--- config.mk ---
export PLATFORM = sky130hd
export DESIGN_NAME = serial_addsub
export DESIGN_NICKNAME = d
export VERILOG_FILES = /design/src/rtl/serial_addsub.sv
export SDC_FILE = /design/constraint.sdc
export NUM_CORES = 1
export LEC_CHECK = 0
export CAP_MARGIN = 5
export CORE_MARGIN = 3
export CORE_UTILIZATION = 25
export CTS_CLUSTER_DIAMETER = 100
export CTS_CLUSTER_SIZE = 30
export DETAILED_ROUTE_END_ITERATION = 8
export MAX_ROUTING_LAYER = met4
export PLACE_DENSITY = 0.45
export SETUP_SLACK_MARGIN = 0.05
export SLEW_MARGIN = 20
export SYNTH_ARGS = -nofsm -noshare
export SYNTH_HDL_FRONTEND = slang
export SYNTH_SLANG_ARGS = --single-unit
--- constraint.sdc ---
create_clock -name clk -period 1.9 [get_ports clk]
set_clock_uncertainty 0.15 [all_clocks]
set_input_delay 0.38 -clock clk [delete_from_list [all_inputs] [get_ports clk]]
set_output_delay 0.38 -clock clk [all_outputs]
set_load 0.01 [all_outputs]
--- src/rtl/serial_addsub.sv ---
// Bit-serial two's-complement adder/subtractor: one full-adder cell, one bit per clock, LSB first.
// Subtraction is available only when SERIAL_ADDSUB_SUB_EN is defined; otherwise sub_i is ignored.
module serial_addsub #(
  parameter int unsigned WIDTH = 8
) (
  input  logic             clk,
  input  logic             rst_n,
  input  logic             start_i,
  input  logic             sub_i,
  input  logic [WIDTH-1:0] a_i,
  input  logic [WIDTH-1:0] b_i,
  output logic             busy_o,
  output logic             done_o,
  output logic [WIDTH-1:0] result_o,
  output logic             cout_o,
  output logic             ovf_o
);

  localparam int unsigned CntW = $clog2(WIDTH);
  localparam logic [CntW-1:0] LastBit  = CntW'(WIDTH - 1);
  localparam logic [CntW-1:0] MsbInBit = CntW'(WIDTH - 2);

  typedef enum logic [1:0] {StIdle, StRun, StDone} state_e;

  state_e          state_q;
  logic [WIDTH-1:0] a_q, b_q, sum_q, result_q;
  logic [CntW-1:0]  cnt_q;
  logic             c_q, c_msb_q, busy_q, done_q, cout_q, ovf_q;
  logic             sub_eff, s_bit, c_next;

`ifdef SERIAL_ADDSUB_SUB_EN
  assign sub_eff = sub_i;
`else
  // Adder-only build: the port stays, its value is masked off.
  assign sub_eff = sub_i & 1'b0;
`endif

  assign s_bit  = a_q[0] ^ b_q[0] ^ c_q;
  assign c_next = (a_q[0] & b_q[0]) | (a_q[0] & c_q) | (b_q[0] & c_q);

  always_ff @(posedge clk or negedge rst_n) begin
    if (!rst_n) begin
      state_q  <= StIdle;
      a_q      <= '0;
      b_q      <= '0;
      sum_q    <= '0;
      result_q <= '0;
      cnt_q    <= '0;
      c_q      <= 1'b0;
      c_msb_q  <= 1'b0;
      busy_q   <= 1'b0;
      done_q   <= 1'b0;
      cout_q   <= 1'b0;
      ovf_q    <= 1'b0;
    end else begin
      unique case (state_q)
        StIdle, StDone: begin
          done_q <= 1'b0;
          if (start_i) begin
            state_q <= StRun;
            busy_q  <= 1'b1;
            a_q     <= a_i;
            b_q     <= sub_eff ? ~b_i : b_i;
            c_q     <= sub_eff;
            cnt_q   <= '0;
            sum_q   <= '0;
          end else begin
            state_q <= StIdle;
            busy_q  <= 1'b0;
          end
        end
        StRun: begin
          a_q   <= a_q >> 1;
          b_q   <= b_q >> 1;
          c_q   <= c_next;
          sum_q <= {s_bit, sum_q[WIDTH-1:1]};
          cnt_q <= cnt_q + CntW'(1);
          // Carry into the MSB, kept for the signed-overflow test.
          if (cnt_q == MsbInBit) c_msb_q <= c_next;
          if (cnt_q == LastBit) begin
            state_q  <= StDone;
            busy_q   <= 1'b0;
            done_q   <= 1'b1;
            result_q <= {s_bit, sum_q[WIDTH-1:1]};
            cout_q   <= c_next;
            ovf_q    <= c_msb_q ^ c_next;
          end
        end
        default: begin
          state_q <= StIdle;
          busy_q  <= 1'b0;
          done_q  <= 1'b0;
        end
      endcase
    end
  end

  assign busy_o   = busy_q;
  assign done_o   = done_q;
  assign result_o = result_q;
  assign cout_o   = cout_q;
  assign ovf_o    = ovf_q;

endmodule

==> metrics <==
Comb power frac 40.2%; total internal power 2.310 mW; sequential share of power between 40 and 50%; r2r startpoint cnt_q[0]; NetSw 1.200 mW; worst-skew pair later-pin latency between 0.2 and 0.3 ns; Syn Nets 173; combinational family with the most area after synthesis multiplexers; Root Driver clkbuf_8; Fin. Hold Viols 0; Post-Synth Adder-Cell Area 2.759%; RSZ-0062 raised after global routing no; initial antenna violation count 0; post-synthesis compound-gate area fraction 5.699%; startpoint types flip-flop; Slew HR ~64%; P&R area growth vs syn 23.88%; Sink Count 41; Synth Cell Area 0.002086 sq mm; CP max stage delay between 0.5 and 0.6 ns; Worst Path Buf+Inv 1; Final Cycle Share 91.98%; Port Buffers 30; DIE WIDTH 97.34 um; final HPWL from detailed placement 2.825 mm; placed cell areas roughly 0.0025 sq mm; PnR worst setup slack 0.1524 ns; multiplexer area fraction after synthesis between 30% and 40%; Placer Congestion 0.7042; vias in the first global route around 1400; post-route ant nets 0; GRT overflow 0; Cells after Synth between 100 and 150; layout cells sized above 1 16.13%; Initial Utilization 26.31%; site row count 32; Post-Layout Inst Area 0.002584 sq mm; total wire length approximately 4.0 mm; xor-xnor portion of the synthesized cell area 0.8398%; CORE AREA 0.007928 sq mm; simple-gate portion of the synthesized area 3.779%; Longest Clk Path Bufs 2; All-Layer GR Usage approximately 9%; DP Worst Slack ~0.11 ns; CTS tree built; status finished, final reports clean; Required @ worst endpoint about 1.4 ns; Max Cap Viol 0; slowest cell on the critical path clkdlybuf4s50_1; cts bufs inserted 5; drt pass-1 iters 4; switching share of power approximately a third; #FFs+latches synth 41; setup tns final 0 ns; Worst Max-Slew Pin Slew between 0.5 and 0.6 ns; crit path DAT ~1.2 ns; count of cell types in the netlist 26; Routed WL per cell 14.00 um; Fmax 572.2 MHz; CP endpoint kind primary output; total vias in the final route 1311; worst vdd ir 0.4260 mV; Clk pwr share 16.0%; warnings from Yosys 0; CP Cell Sequence clkdlybuf4s50_1; post-route minimum period ~1.7 ns; Final nets 209; diode count 0; sequential fraction of the synthesis area about 49%; Detailed Route Iter0 Violations 23; top-level I/O count 32; critical-path maximum fanout 3; Residual DRC 0; Vias/cell 4.552; hold_ws 0.002851 ns; commonest cells after routing, fill and taps aside mux2i_1, dfrtp_1, clkdlybuf4s50_1; leakage power roughly 1.2 nW; H-tree depth 2; die area about 0.0095 sq mm; most common cell after layout, fill and taps aside mux2i_1; Critical Setup Path Class flip-flop to primary output; Worst-path clk slew 0.08 ns; PwrDens 1359 mW/mm^2; syn_area_per_cell around 14 sq um; global-route wire length before repair 6.851 mm; family with the most delay on the worst path buffers and inverters; Die Span Y 97.34 um; Critical Path Start state_q[1]; largest net degree at the start of global routing 42; Worst Hold Class primary input to asynchronous set/reset pin; Slew Limit Fails 0; Finish-stage setup viols 0
-- state kept, by name (all words and copies together) (netlist names) --
register  count
b_q           8
state_q       2
ovf_o         1
busy_o        1
a_q           8
cout_o        1
c_q           1
sum_q         7
cnt_q         3
c_msb_q       1
result_o      8
-- routing by layer --
layer / share of wire [%] / GRT usage, %
met5: 0 / -
met4: 1.4 / 2.875
met3: 3.7 / 2.369
met2: 49 / 14.92
met1: 46 / 11.43
-- synth_stat cells --
master	n	area, sq um
buf_4	2	15.01
o22ai_1	2	12.51
or2b_1	1	7.510
dfrtp_1	41	1026
mux2_2	2	22.52
a22o_1	2	17.52
buf_6	2	22.52
xor2_1	1	8.760
a21o_1	1	7.510
nand4b_1	1	8.760
xnor2_1	1	8.760
buf_2	4	20.02
nand2b_1	3	18.77
fa_1	1	20.02
o2bb2ai_1	7	61.31
nor2_2	1	6.260
buf_8	2	30.03
mux2_4	9	135.1
o21ai_0	2	10.01
a32o_1	1	10.01
nand3_1	2	10.01
nand3b_4	1	20.02
inv_1	3	11.26
nor3b_1	1	7.510
ha_1	3	37.54
mux2i_1	53	530.5
-- cell type report --
type | count | area (sq um)
multi-input cells | 95 | 960.9
inverters | 3 | 11.26
well taps | 102 | 127.6
fillers | 811 | 5344
repair buffers | 39 | 375.4
flip-flops and latches | 41 | 1026
clock inverters | 2 | 10.01
clock buffers | 6 | 72.57
-- worst register-to-register path, stage by stage, from the launching register on --
cell	delay (ns)
dfrtp_1	0.43
ha_1	0.22
ha_1	0.23
nand3b_4	0.22
mux2_2	0.36
-- power groups by stage --
stage | logic, mW | clock network, mW | registers (mW)
2_1_floorplan | 0.994 | 0 | 1.51
3_3_place_gp | 1.38 | 0 | 1.54
3_5_place_dp | 1.43 | 0 | 1.57
4_1_cts | 1.43 | 0.592 | 1.55
5_1_grt | 1.56 | 0.618 | 1.60
6_report | 1.41 | 0.562 | 1.54
-- metrics by stage --
stage / util [%] / cells / power (mW)
after floorplan: - / 149 / 2.508
after global placement: 31.36 / 278 / 2.926
after detailed placement: 31.36 / 278 / 2.996
after CTS: 32.40 / 286 / 3.573
after global routing: 32.59 / 288 / 3.784
final: 32.59 / 288 / 3.511
-- timing repair --
item | 4_1_cts | 5_1_grt
buffers inserted | 0 | 2
hold buffers | 0 | 0
gates resized for setup | 0 | 0
endpoints found under the setup margin | 0 | 1
-- cell families (layout without fill, tap and decap cells) --
group,after synthesis,count (layout)
compound gates,15,15
buf+inv,13,50
xor+xnor,2,2
fa+ha+maj,4,4
simple gates,10,10
mux,64,64
flops,41,41
-- path summary, 6_finish.rpt --
path                            slack, ns     endpoint  depth (start not counted)
worst max-delay path                 0.15       done_o                          1
worst min-delay path                0.003  result_o[0]                          2
worst max register to register       0.19  result_o[0]                          4
worst min register to register       0.36  result_o[2]                          1
max in group asynchronous            1.23       b_q[6]                          2
min in group clk                     0.36  result_o[2]                          1
Note: power is estimated with default switching activity, not from simulation.
